### src/rtl/mips_step_sequencer.sv
// Multi-cycle step sequencer for a MIPS datapath. It owns the PC, walks each instruction
// through fetch/decode/execute/memory/writeback and gates register and memory write strobes.
module mips_step_sequencer #(
    parameter logic [31:0] PC_RESET    = 32'h0000_0000,
    parameter int unsigned MEM_TIMEOUT = 8,
    parameter int unsigned CNT_WIDTH   = 16
) (
    input  logic                 clk,
    input  logic                 rst_n,
    input  logic                 start,
    input  logic                 step_mode,
    input  logic                 step_req,
    input  logic [31:0]          instruction,
    input  logic                 mem_ready,
    output logic [31:0]          pc,
    output logic                 ir_valid,
    output logic                 reg_write_en,
    output logic                 mem_read_en,
    output logic                 mem_write_en,
    output logic [2:0]           state,
    output logic                 busy,
    output logic                 halted,
    output logic [CNT_WIDTH-1:0] instr_count,
    output logic                 timeout_err
);

    typedef enum logic [2:0] {
        StIdle     = 3'd0,
        StFetch    = 3'd1,
        StDecode   = 3'd2,
        StExec     = 3'd3,
        StMem      = 3'd4,
        StWb       = 3'd5,
        StHalted   = 3'd6,
        StWaitStep = 3'd7
    } state_e;

    typedef enum logic [2:0] {OpR, OpLw, OpSw, OpJ, OpHalt, OpNop} op_e;

    localparam logic [7:0] WaitLast = 8'(MEM_TIMEOUT - 1);

    state_e               state_q;
    op_e                  op_q;
    logic [31:0]          pc_q;
    logic [31:0]          ir_q;
    logic                 ir_valid_q;
    logic                 reg_write_q;
    logic                 mem_read_q;
    logic                 mem_write_q;
    logic                 halted_q;
    logic                 timeout_q;
    logic [CNT_WIDTH-1:0] count_q;
    logic [7:0]           wait_q;
    state_e               after_retire;

    function automatic op_e decode_op(input logic [5:0] opc);
        case (opc)
            6'b000000: return OpR;
            6'b100011: return OpLw;
            6'b101011: return OpSw;
            6'b000010: return OpJ;
            6'b111111: return OpHalt;
            default:   return OpNop;
        endcase
    endfunction

    // step_mode is only looked at when an instruction retires
    assign after_retire = step_mode ? StWaitStep : StFetch;

    always_ff @(posedge clk) begin
        if (!rst_n) begin
            state_q     <= StIdle;
            op_q        <= OpNop;
            pc_q        <= PC_RESET;
            ir_q        <= 32'h0;
            ir_valid_q  <= 1'b0;
            reg_write_q <= 1'b0;
            mem_read_q  <= 1'b0;
            mem_write_q <= 1'b0;
            halted_q    <= 1'b0;
            timeout_q   <= 1'b0;
            count_q     <= '0;
            wait_q      <= 8'd0;
        end else begin
            reg_write_q <= 1'b0;
            case (state_q)
                StIdle: begin
                    if (start) state_q <= StFetch;
                end
                StFetch: begin
                    ir_q       <= instruction;
                    ir_valid_q <= 1'b1;
                    state_q    <= StDecode;
                end
                StDecode: begin
                    op_q    <= decode_op(ir_q[31:26]);
                    state_q <= StExec;
                end
                StExec: begin
                    case (op_q)
                        OpJ: begin
                            pc_q       <= {pc_q[31:28], ir_q[25:0], 2'b00};
                            count_q    <= count_q + CNT_WIDTH'(1);
                            ir_valid_q <= 1'b0;
                            state_q    <= after_retire;
                        end
                        OpHalt: begin
                            count_q    <= count_q + CNT_WIDTH'(1);
                            ir_valid_q <= 1'b0;
                            halted_q   <= 1'b1;
                            state_q    <= StHalted;
                        end
                        OpLw: begin
                            mem_read_q <= 1'b1;
                            wait_q     <= 8'd0;
                            state_q    <= StMem;
                        end
                        OpSw: begin
                            mem_write_q <= 1'b1;
                            wait_q      <= 8'd0;
                            state_q     <= StMem;
                        end
                        OpR: begin
                            reg_write_q <= 1'b1;
                            state_q     <= StWb;
                        end
                        default: begin
                            pc_q       <= pc_q + 32'd4;
                            count_q    <= count_q + CNT_WIDTH'(1);
                            ir_valid_q <= 1'b0;
                            state_q    <= after_retire;
                        end
                    endcase
                end
                StMem: begin
                    if (mem_ready) begin
                        mem_read_q  <= 1'b0;
                        mem_write_q <= 1'b0;
                        if (op_q == OpLw) begin
                            reg_write_q <= 1'b1;
                            state_q     <= StWb;
                        end else begin
                            pc_q       <= pc_q + 32'd4;
                            count_q    <= count_q + CNT_WIDTH'(1);
                            ir_valid_q <= 1'b0;
                            state_q    <= after_retire;
                        end
                    end else if (wait_q == WaitLast) begin
                        // abandon the access; pc stays on the faulting instruction
                        mem_read_q  <= 1'b0;
                        mem_write_q <= 1'b0;
                        timeout_q   <= 1'b1;
                        halted_q    <= 1'b1;
                        state_q     <= StHalted;
                    end else begin
                        wait_q <= wait_q + 8'd1;
                    end
                end
                StWb: begin
                    pc_q       <= pc_q + 32'd4;
                    count_q    <= count_q + CNT_WIDTH'(1);
                    ir_valid_q <= 1'b0;
                    state_q    <= after_retire;
                end
                StHalted: begin
                    if (start) begin
                        halted_q <= 1'b0;
                        state_q  <= StFetch;
                    end
                end
                StWaitStep: begin
                    if (step_req || !step_mode) state_q <= StFetch;
                end
            endcase
        end
    end

    assign pc           = pc_q;
    assign ir_valid     = ir_valid_q;
    assign reg_write_en = reg_write_q;
    assign mem_read_en  = mem_read_q;
    assign mem_write_en = mem_write_q;
    assign state        = state_q;
    assign busy         = (state_q != StIdle) && (state_q != StHalted);
    assign halted       = halted_q;
    assign instr_count  = count_q;
    assign timeout_err  = timeout_q;

endmodule

### config.mk
export PLATFORM = sky130hd
export DESIGN_NAME = mips_step_sequencer
export DESIGN_NICKNAME = d
export VERILOG_FILES = /design/src/rtl/mips_step_sequencer.sv
export SDC_FILE = /design/constraint.sdc
export NUM_CORES = 1
export LEC_CHECK = 0
export BUFFER_PORTS_ARGS = -buffer_cell sky130_fd_sc_hd__buf_2
export CORE_ASPECT_RATIO = 0.8
export CORE_MARGIN = 3
export CORE_UTILIZATION = 45
export DETAILED_ROUTE_END_ITERATION = 8
export PLACE_DENSITY = 0.67
export REMOVE_ABC_BUFFERS = 1
export SLEW_MARGIN = 10
export SYNTH_ARGS = -nofsm -noshare
export SYNTH_HDL_FRONTEND = slang
export SYNTH_SLANG_ARGS = --single-unit
### constraint.sdc
create_clock -name clk -period 2.9 [get_ports clk]
set_input_delay 0 -clock clk [delete_from_list [all_inputs] [get_ports clk]]
set_output_delay 0 -clock clk [all_outputs]
set_load 0.005 [all_outputs]
==> results by group, run 1 <==
Placement
  – Buffers on Ports: 93
  – Routability congestion estimate: 0.8744
  – Setup Slack @ Placement: 0.4765 ns
  – DP Wirelength: between 8000 and 9000 um

STA
  – Achievable Freq: 400.3 MHz
  – RSZ-0062 raised after global routing: no
  – Final Slew Violations: 0
  – Period Utilization, post-route: 86.14%
  – # setup viols final: 0
  – Max-slew headroom: 31.28%
  – Final hold vios: 0
  – Fin worst setup slack: 0.4020 ns
  – Slew @ Worst Pin: 1.029 ns
  – Setup TNS: 0 ns
  – Tmin final: ~2.5 ns
  – Clock skew: about 0.009 ns
  – Final hold slack: 0.03054 ns

Clock tree
  – # Post-CTS Setup Buffers: 0
  – Sink Count: 98
  – Worst-case clock buffer depth: 2
  – Worst skew pair latency: roughly 0.35 ns
  – # resized after CTS: 0
  – CTS tree: yes
  – Worst-path clk slew: 0.07 ns
  – CTS buffer count: 9
  – Htree depth: 3
  – CTS root buffer: clkbuf_16

Setup path
  – Critical Path Source Type: flip-flop
  – Reg2Reg Depth: 5
  – Worst Path Max Fanout: 20
  – Launch point of the worst path: state[0]$_SDFFE_PN0P_
  – R2R Setup Slk: 0.40 ns
  – RR Endpoint: instr_count[12]$_SDFFE_PN0P_
  – End point of the critical path: instr_count[12]$_SDFFE_PN0P_
  – CP Class: reg2reg
  – Launch point of the worst reg-to-reg path: state[0]$_SDFFE_PN0P_
  – Worst Path Arrival: ~2.8 ns
  – WP data required: about 3.2 ns
  – Crit. End Element: flip-flop

Synth
  – Main flop type after synthesis: dfxtp_1
  – Ys async rst share: 0%
  – Post-synthesis sequential area ratio: 39.84%
  – Register bit total from synthesis: 98
  – Library cells used by synthesis: 67
  – Synth warn: 0
  – Post-synth design cell area: ~0.005 mm2
  – Avg Cell Area, Syn: ~8 um2
  – Syn Inst Count: ~620
  – Number of synthesized flops with an enable pin: 0

Cells and area
  – Register area: 0.001962 mm2
  – Fillers: 961
  – Area grow syn2layout: 24.21%
  – Share of cells above drive strength 1: 20.16%
  – Ant diodes: 0
  – Area occupied by multi-input gates: 0.002745 mm2
  – Final nets: 775

Floorplan
  – IO Pins: 96
  – Die Y: ~100 um
  – Initial core utilization: 47.14%
  – Die ar.: 0.01224 mm2
  – Chip width: around 120 um
  – # rows: 33
  – Core Area: approximately 0.010 mm2

Routing
  – Wire per inst: between 10 and 15 um
  – Router iterations before antenna repair: 5
  – Antenna violation net count after detailed routing: 0
  – WL final: roughly 13000 um
  – DR DRC count: 0
  – 1st-iter DRT viols: 393
  – DR vias: 4911
  – Vias per cell: between 5 and 6

Global route
  – Largest net degree at the start of global routing: 57
  – Global-route wire length before repair: approximately 21000 um
  – GRT Util Overall: a little over a fifth
  – Initial antenna violation count: 0
  – Vias in the first global route: around 4400
  – Gr ovfl total: 0

Outcome
  – Status: finished, final reports clean

Power
  – Worst VDD drop: 0.3348 mV
  – P_leak: 2.351 nW
  – Clk network pwr share: 36.5%
  – PwrDens: 536.5 mW/mm2
  – P_int: ~2.3 mW
  – Psw: 0.9323 mW
  – Seq pwr share: between 40% and 50%
  – Comb pwr share: 16.4%
  – Sw Ratio: approximately 28%

Min path
  – Worst hold path class: in2reg

Job
  – Max_cap viols: 0
power groups by stage:
stage               logic, mW  clock network [mW]  registers, mW
floorplan               0.334                   0           1.55
global placement        0.498                   0           1.57
detailed placement      0.508                   0           1.58
CTS                     0.544                1.23           1.55
global route            0.606                1.28           1.56
finish                  0.538                1.20           1.55
cells in the final DEF, fill, tap and decap left out, drive strengths merged, types with 6 or more instances in the layout:
cell type / netlist / routed
a21oi: 76 / 76
a31oi: 7 / 7
and3: 6 / 6
buf: 11 / 106
clkbuf: 28 / 11
dfxtp: 98 / 98
dlygate4sd3: 0 / 33
inv: 12 / 12
nand2: 102 / 102
nand2b: 7 / 7
nand3: 18 / 18
nand3b: 6 / 6
nand4: 12 / 12
nor2: 62 / 62
nor3: 9 / 9
nor4: 9 / 9
o211ai: 9 / 9
o21ai: 28 / 28
o221a: 11 / 11
or3: 12 / 12
xnor2: 7 / 7
xor2: 9 / 9
flip-flops by register name, indices dropped and copies added, names as in the netlist:
signal,cells
ir_valid,1
ir_q,32
halted,1
state,3
wait_q,8
timeout_err,1
op_q,3
mem_read_en,1
pc,30
reg_write_en,1
mem_write_en,1
instr_count,16
metrics by stage:
| step | utilization (%) | area [um2] | std cells | total power [mW] |
|---|---|---|---|---|
| after detailed placement | 52.56 | 5490 | 830 | 2.084 |
| after CTS | 58.56 | 6117 | 879 | 3.316 |
| final | 58.56 | 6117 | 879 | 3.282 |
| after global placement | 52.56 | 5490 | 830 | 2.066 |
| after floorplan | - | 4742 | 584 | 1.883 |
| after global routing | 58.56 | 6117 | 879 | 3.445 |
worst max-delay path, stage by stage (launching register included):
cell and delay [ns]:
dfxtp_1 0.69, nand3b_1 0.37, nor2_1 0.47, o2111ai_1 0.33, or3_1 0.40, a21oi_1 0.15
worst min-delay path by stage:
stage | startpoint | to | slack (ns) | cells past startpoint
after floorplan | rst_n | op_q[2]$_SDFFE_PN1N_ | 0.09 | 1
after global placement | instruction[10] | ir_q[10]$_SDFFE_PN0N_ | 0.24 | 3
after detailed placement | instruction[4] | ir_q[4]$_SDFFE_PN0N_ | 0.25 | 3
after CTS | step_mode | state[2]$_SDFFE_PN0P_ | 0.02 | 3
after global routing | step_mode | state[2]$_SDFFE_PN0P_ | 0.05 | 3
final | step_mode | state[2]$_SDFFE_PN0P_ | 0.03 | 3
cells by family (layout without fill, tap and decap cells):
logic type / after synthesis / in the layout / synth area share [%]
AO/OA/AOI/OAI: 181 / 181 / 23.81
multiplexers: 2 / 2 / 0.4319
flip-flops: 98 / 98 / 39.84
buffers and inverters: 51 / 167 / 4.700
XOR/XNOR: 16 / 16 / 2.846
other: 1 / 2 / 0.07615
AND/OR/NAND/NOR: 270 / 270 / 27.54
adder cells (fa/ha/maj): 3 / 3 / 0.7623
repair_timing:
item / 4_1_cts / 5_1_grt
endpoints found under the hold margin: 33 / 0
hold buffers: 33 / 0
endpoints found under the setup margin: 0 / 0
cells in the mapped netlist, types with 4 or more instances:
| master | n | area [um2] |
|---|---|---|
| nand2_1 | 102 | 382.9 |
| dfxtp_1 | 98 | 1962 |
| a21oi_1 | 76 | 380.4 |
| nor2_1 | 60 | 225.2 |
| clkbuf_1 | 28 | 105.1 |
| o21ai_0 | 28 | 140.1 |
| nand3_1 | 18 | 90.09 |
| or3_1 | 12 | 75.07 |
| inv_1 | 11 | 41.29 |
| nand4_1 | 11 | 68.82 |
| o221a_2 | 11 | 123.9 |
| o211ai_1 | 9 | 67.56 |
| xor2_1 | 9 | 78.83 |
| nor4_1 | 8 | 50.05 |
| a31oi_1 | 7 | 43.79 |
| nand2b_1 | 7 | 43.79 |
| nor3_1 | 7 | 35.03 |
| xnor2_1 | 7 | 61.31 |
| and3_1 | 6 | 37.54 |
| nand3b_1 | 6 | 45.04 |
| buf_2 | 5 | 25.02 |
| nor2b_1 | 5 | 31.28 |
| o31a_1 | 5 | 43.79 |
| or4_1 | 5 | 37.54 |
| a211oi_1 | 4 | 30.03 |
| a21o_1 | 4 | 30.03 |
| and2_1 | 4 | 25.02 |
| o22ai_1 | 4 | 25.02 |
per-layer routing:
metal	part of all wire (%)	vias up	routed length [um]	GRT usage [%]
li1	-	2474	-	-
met1	48	2268	6150	29.70
met2	46	150	5901	33.22
met3	5.3	19	685	4.434
met4	1.4	0	184	6.110
met5	0	-	0	0
layout make-up:
cell class	instances	area share (%)
Multi-Input combinational cell	474	44.88
Clock inverter	5	0.8795
Clock buffer	11	3.968
Inverter	12	0.7363
Sequential cell	98	32.07
Tap cell	140	2.864
Timing Repair Buffer	139	14.60
Note: power is estimated with default switching activity, not from simulation.
==> inputs of run 2 (changes only) <==
RECOVER_POWER = 25   (was not set)
==> results by group, run 2 (same netlist as run 1, synthesis figures left out) <==
Outcome
  – Status: finished, final reports clean

Clock tree
  – Worst-case clock buffer depth: 2 (unchanged)
  – Htree depth: 3 (unchanged)
  – # Post-CTS Setup Buffers: 0 (unchanged)
  – CTS tree: yes
  – Sink Count: 98 (unchanged)
  – # resized after CTS: 0 (unchanged)
  – CTS root buffer: clkbuf_16
  – Worst-path clk slew: 0.07 ns (about the same)
  – Worst skew pair latency: 0.35 ns (about the same)
  – Post-CTS Hold Fix Bufs: 33 (unchanged)
  – CTS buffer count: 9 (unchanged)

Setup path
  – Reg2Reg Depth: 5 (unchanged)
  – CP Class: reg2reg
  – Worst Path Arrival: 2.78 ns (+0.02 ns)
  – R2R Setup Slk: 0.39 ns (about the same)
  – Critical path's largest stage delay: 0.69 ns (about the same)
  – Launch point of the worst reg-to-reg path: state[0]$_SDFFE_PN0P_
  – WP data required: 3.17 ns (about the same)
  – Critical Path Slowest Stage Cell: dfxtp_1
  – Critical Path Source Type: flip-flop
  – RR Endpoint: instr_count[12]$_SDFFE_PN0P_
  – Crit. End Element: flip-flop
  – Worst Path Max Fanout: 20 (unchanged)
  – Worst path cell trace: nand3b_1 > nor2_1 > o2111ai_1 > or3_1 > a21oi_1

STA
  – Period Utilization, post-route: 86.58% (+0.44 points)
  – Tmin final: 2.511 ns (+0.01284 ns)
  – Setup TNS: 0 ns (unchanged)
  – Achievable Freq: 398.3 MHz (-0.51%)
  – Final hold slack: 0.02834 ns (-0.002203 ns)
  – # setup viols final: 0 (unchanged)
  – Final hold vios: 0 (unchanged)
  – Slew @ Worst Pin: 1.035 ns (+0.005551 ns)
  – Clock skew: 0.009480 ns (+0.0004773 ns)
  – RSZ-0062 raised after global routing: no
  – Final Slew Violations: 0 (unchanged)
  – Max-slew headroom: 30.91% (-0.37 points)

Cells and area
  – Most flop-heavy register: ir_q
  – Final nets: 775 (unchanged)
  – Post-Layout Cell Count: 879 (unchanged)
  – Area grow syn2layout: 23.78%
  – Max reg flops: 32 (unchanged)
  – Share of cells above drive strength 1: 17.86% (-2.3 points)
  – Most frequent cells in the layout: 102 x nand2_1, 98 x dfxtp_1, 76 x a21oi_1, 76 x buf_2, 59 x nor2_1
  – Ant diodes: 0 (unchanged)
  – Commonest non-fill, non-tap cell in the layout: nand2_1

Floorplan
  – # rows: 33 (unchanged)
  – Chip width: 123.0 um (unchanged)
  – Die ar.: 0.01224 mm2 (unchanged)
  – IO Pins: 96 (unchanged)
  – Die Y: 99.57 um (unchanged)
  – Core Area: 0.01045 mm2 (unchanged)
  – Initial core utilization: 47.14% (unchanged)

Routing
  – Router iterations before antenna repair: 5 (unchanged)
  – 1st-iter DRT viols: 426 (+8.4%)
  – DR DRC count: 0 (unchanged)
  – WL final: 12960 um (+0.26%)
  – Vias per cell: 5.608 (+0.37%)
  – Wire per inst: 14.74 um (+0.26%)
  – DR vias: 4929 (+0.37%)
  – Antenna violation net count after detailed routing: 0 (unchanged)

Global route
  – Most used routing layer in global routing: met2
  – Met2 usage: 33.22% (unchanged)
  – Largest net degree at the start of global routing: 57 (unchanged)
  – Met1 Use GR: 29.70% (unchanged)
  – Gr ovfl total: 0 (unchanged)
  – GRT Util Overall: 21.27% (unchanged)
  – Global-route wire length before repair: 21230 um (unchanged)
  – Initial antenna violation count: 0 (unchanged)
  – M3 GR Usage: 4.434% (unchanged)
  – Vias in the first global route: 4376 (unchanged)

Power
  – Pwr Total: 3.284 mW (about the same)
  – PwrDens: 538.7 mW/mm2 (+0.40%)
  – P_leak: 2.276 nW (-3.2%)
  – Worst VDD drop: 0.3341 mV (-0.21%)

Min path
  – Hold Path Stages: 3 (unchanged)
  – Worst hold path class: in2reg
  – Origin of the worst min-delay path: step_mode
  – WHS Endpoint: state[2]$_SDFFE_PN0P_

Placement
  – Placed cell count: 830 (unchanged)
  – Buffers on Ports: 93 (unchanged)
  – DP Wirelength: 8889 um (unchanged)
  – Routability congestion estimate: 0.8744 (unchanged)

Job
  – Max_cap viols: 0 (unchanged)
run 2: changes by cell type in the layout (fill, tap and decap cells not counted):
cell	previous run	this run
clkbuf_1	1	17
buf_2	93	76
buf_1	0	1
run 2: power breakdown:
group | total, mW | switching, mW | internal (mW)
logic | 0.537 | 0.315 | 0.222
clock network | 1.20 | 0.510 | 0.689
registers | 1.55 | 0.109 | 1.44
total | 3.28 | 0.935 | 2.35
run 2: stage by stage:
step / setup slack [ns] / instance area [um2] / util [%]
after floorplan: 0.04851 / 4742 / -
after global placement: 0.5778 / 5490 / 52.56
after detailed placement: 0.4765 / 5490 / 52.56
after CTS: 0.4308 / 6117 / 58.56
after global routing: 0.1536 / 6096 / 58.35
final: 0.3892 / 6096 / 58.35
run 2: layer usage:
layer	part of all wire, %	wire [um]
met4	1.6	201
met5	0	0
met1	47	6135
met2	45	5861
met3	5.8	756
run 2: critical path: cells and delay by family (launching register included):
family,cells,cell delay (ns)
AND/OR/NAND/NOR,3,1.24
flip-flops,1,0.69
AO/OA/AOI/OAI,2,0.48
run 2: layout make-up:
type / instances / area (um2)
fill: 977 / 4350
clock inverter: 5 / 53.80
multi-input combinational: 474 / 2745
clock buffer: 11 / 242.7
sequential: 98 / 1962
tap: 140 / 175.2
timing repair buffer: 139 / 872.1
inverter: 12 / 45.04
run 2: worst max path at each step:
stage / slack (ns) / cells after the start / startpoint / end
2_1_floorplan: 0.05 / 5 / state[0]$_SDFFE_PN0P_ / pc[30]$_SDFFE_PN0P_
3_3_place_gp: 0.58 / 5 / state[0]$_SDFFE_PN0P_ / pc[30]$_SDFFE_PN0P_
3_5_place_dp: 0.48 / 5 / state[0]$_SDFFE_PN0P_ / pc[30]$_SDFFE_PN0P_
4_1_cts: 0.43 / 5 / state[2]$_SDFFE_PN0P_ / instr_count[12]$_SDFFE_PN0P_
5_1_grt: 0.15 / 5 / state[2]$_SDFFE_PN0P_ / instr_count[10]$_SDFFE_PN0P_
6_report: 0.39 / 5 / state[0]$_SDFFE_PN0P_ / instr_count[12]$_SDFFE_PN0P_
==> inputs of run 3 (changes only) <==
CORE_UTILIZATION = 52   (was 45)
GPL_TIMING_DRIVEN = 1   (was not set)
PLACE_DENSITY = 0.83   (was 0.67)
==> results by group, run 3 (same netlist as run 1, synthesis figures left out) <==
Cells and area
  – Post-Layout Cell Count: 851 (-3.2%)
  – Most flop-heavy register: ir_q
  – Fin area: 0.006020 mm2 (-1.3%)
  – Final nets: 773 (-0.26%)
  – Most frequent cells in the layout: 102 x nand2_1, 98 x dfxtp_1, 76 x a21oi_1, 74 x buf_2, 59 x nor2_1
  – Commonest non-fill, non-tap cell in the layout: nand2_1
  – Fin util: 65.76% (+7.4 points)
  – Register area: 0.001962 mm2 (unchanged)
  – Area occupied by multi-input gates: 0.002745 mm2 (unchanged)
  – Share of cells above drive strength 1: 17.26% (-0.61 points)
  – Ant diodes: 0 (unchanged)
  – Fillers: 800 (-18%)
  – Area grow syn2layout: 22.23%
  – Max reg flops: 32 (unchanged)

Setup path
  – Worst Path Max Fanout: 20 (unchanged)
  – Critical Path Source Type: flip-flop
  – Worst path cell trace: nand3b_1 > nor2_1 > o2111ai_1 > or3_1 > a21oi_1
  – WP data required: 3.18 ns (about the same)
  – Critical path's largest stage delay: 0.70 ns (about the same)
  – Crit. End Element: flip-flop
  – CP Class: reg2reg
  – Worst Path Arrival: 2.68 ns (-0.10 ns)
  – WP buf/inv: 0 (unchanged)
  – Crit-path leading delay family: simple AND/OR/NAND/NOR gates
  – Critical Path Slowest Stage Cell: dfxtp_1

STA
  – Achievable Freq: 415.9 MHz (+4.4%)
  – # setup viols final: 0 (unchanged)
  – Setup TNS: 0 ns (unchanged)
  – Final hold slack: 0.04622 ns (+0.01788 ns)
  – Clock skew: 0.008306 ns (-0.001174 ns)
  – Final hold vios: 0 (unchanged)
  – RSZ-0062 raised after global routing: no
  – Tmin final: 2.404 ns (-0.1065 ns)
  – Final Slew Violations: 0 (unchanged)
  – Period Utilization, post-route: 82.91% (-3.7 points)
  – Max-slew headroom: 31.68% (+0.77 points)
  – Slew @ Worst Pin: 1.023 ns (-0.01159 ns)
  – Fin worst setup slack: 0.4957 ns (+0.1065 ns)

Power
  – P_leak: 2.231 nW (-2.0%)
  – Comb pwr share: 17.1% (+0.8 points)
  – Clk network pwr share: 34.4% (-2.1 points)
  – Worst VDD drop: 0.3712 mV (+11%)
  – Sw Ratio: 29.77% (+1.3 points)
  – P_int: 2.241 mW (-4.6%)
  – PwrDens: 530.1 mW/mm2 (-1.6%)
  – Psw: 0.9499 mW (+1.6%)
  – Seq pwr share: 48.5% (+1.4 points)
  – Pwr Total: 3.191 mW (-2.8%)

Clock tree
  – Worst-case clock buffer depth: 2 (unchanged)
  – Sink Count: 98 (unchanged)
  – CTS buffer count: 9 (unchanged)
  – Worst skew pair latency: 0.34 ns (about the same)
  – CTS root buffer: clkbuf_16
  – Worst-path clk slew: 0.07 ns (about the same)
  – Htree depth: 3 (unchanged)
  – # resized after CTS: 0 (unchanged)
  – CTS tree: yes

Routing
  – DR DRC count: 0 (unchanged)
  – Vias per cell: 5.888 (+5.0%)
  – 1st-iter DRT viols: 466 (+9.4%)
  – Router iterations before antenna repair: 5 (unchanged)
  – Wire per inst: 15.52 um (+5.3%)
  – Antenna violation net count after detailed routing: 0 (unchanged)
  – DR vias: 5011 (+1.7%)
  – WL final: 13210 um (+1.9%)

Floorplan
  – Initial core utilization: 53.80% (+6.7 points)
  – Core Area: 0.009154 mm2 (-12%)
  – Die Y: 93.04 um (-6.6%)
  – Die ar.: 0.01068 mm2 (-13%)
  – # rows: 31 (-6.1%)
  – Chip width: 114.8 um (-6.6%)
  – IO Pins: 96 (unchanged)

Placement
  – DP Wirelength: 8724 um (-1.9%)
  – Buffers on Ports: 93 (unchanged)
  – Setup Slack @ Placement: 0.5201 ns (+0.04361 ns)
  – Placement Cell Area: 0.005444 mm2 (-0.84%)
  – Routability congestion estimate: 0.8405 (-3.9%)
  – Placed cell count: 803 (-3.3%)

Global route
  – Initial antenna violation count: 0 (unchanged)
  – Global-route wire length before repair: 22340 um (+5.2%)
  – GRT Util Overall: 25.02% (+3.7 points)
  – Vias in the first global route: 4798 (+9.6%)
  – Gr ovfl total: 0 (unchanged)
  – Largest net degree at the start of global routing: 56 (-1.8%)

Outcome
  – Status: finished, final reports clean

Job
  – Max_cap viols: 0 (unchanged)

Min path
  – Worst hold path class: in2reg
[run 3: cell types whose count changed in the layout (fill, tap and decap cells not counted), sizes merged]
cell,previous run,this run
buf,90,86
clkinv,4,1
clkinvlp,0,3
bufinv,1,0
clkbuf,27,28
inv,12,13
[run 3: tightest hold or removal path: cells and delay by family]
family / cells / cell delay [ns]
AO/OA/AOI/OAI: 2 / 0.19
buffers and inverters: 1 / 0.13
[run 3: cell type report]
class | instances | share of cell area, %
Sequential cell | 98 | 32.59
Clock buffer | 10 | 3.804
Inverter | 12 | 0.7483
Clock inverter | 5 | 0.6651
Multi-Input combinational cell | 474 | 45.60
Tap cell | 115 | 2.390
Timing Repair Buffer | 137 | 14.20
[run 3: per-layer routing]
layer  wire (um)  vias up  global-route usage [%]
li1            -     2473                       -
met1        5976     2353                   32.58
met2        6300      160                   41.62
met3         673       25                   4.528
met4         257        0                   8.993
met5           0        -                       0
[run 3: power by group through the flow]
| stage | clock [mW] | sequential [mW] | combinational (mW) |
|---|---|---|---|
| floorplan | 0 | 1.55 | 0.334 |
| global placement | 0 | 1.57 | 0.489 |
| detailed placement | 0 | 1.58 | 0.506 |
| CTS | 1.11 | 1.55 | 0.545 |
| global route | 1.16 | 1.57 | 0.613 |
| finish | 1.10 | 1.55 | 0.545 |
[run 3: worst paths after layout]
kind | from | endpoint | slack [ns] | cells after the start
max | state[0]$_SDFFE_PN0P_ | instr_count[8]$_SDFFE_PN0P_ | 0.50 | 5
min | step_mode | state[2]$_SDFFE_PN0P_ | 0.05 | 3
max reg2reg | state[0]$_SDFFE_PN0P_ | instr_count[8]$_SDFFE_PN0P_ | 0.50 | 5
min reg2reg | ir_q[6]$_SDFFE_PN0N_ | ir_q[6]$_SDFFE_PN0N_ | 0.46 | 2
[run 3: what timing repair did]
| item | 4_1_cts | 5_1_grt |
|---|---|---|
| setup endpoints to repair | 0 | 0 |
| buffers inserted | 0 | 0 |
| hold buffers | 33 | 0 |
| hold endpoints to repair | 33 | 0 |
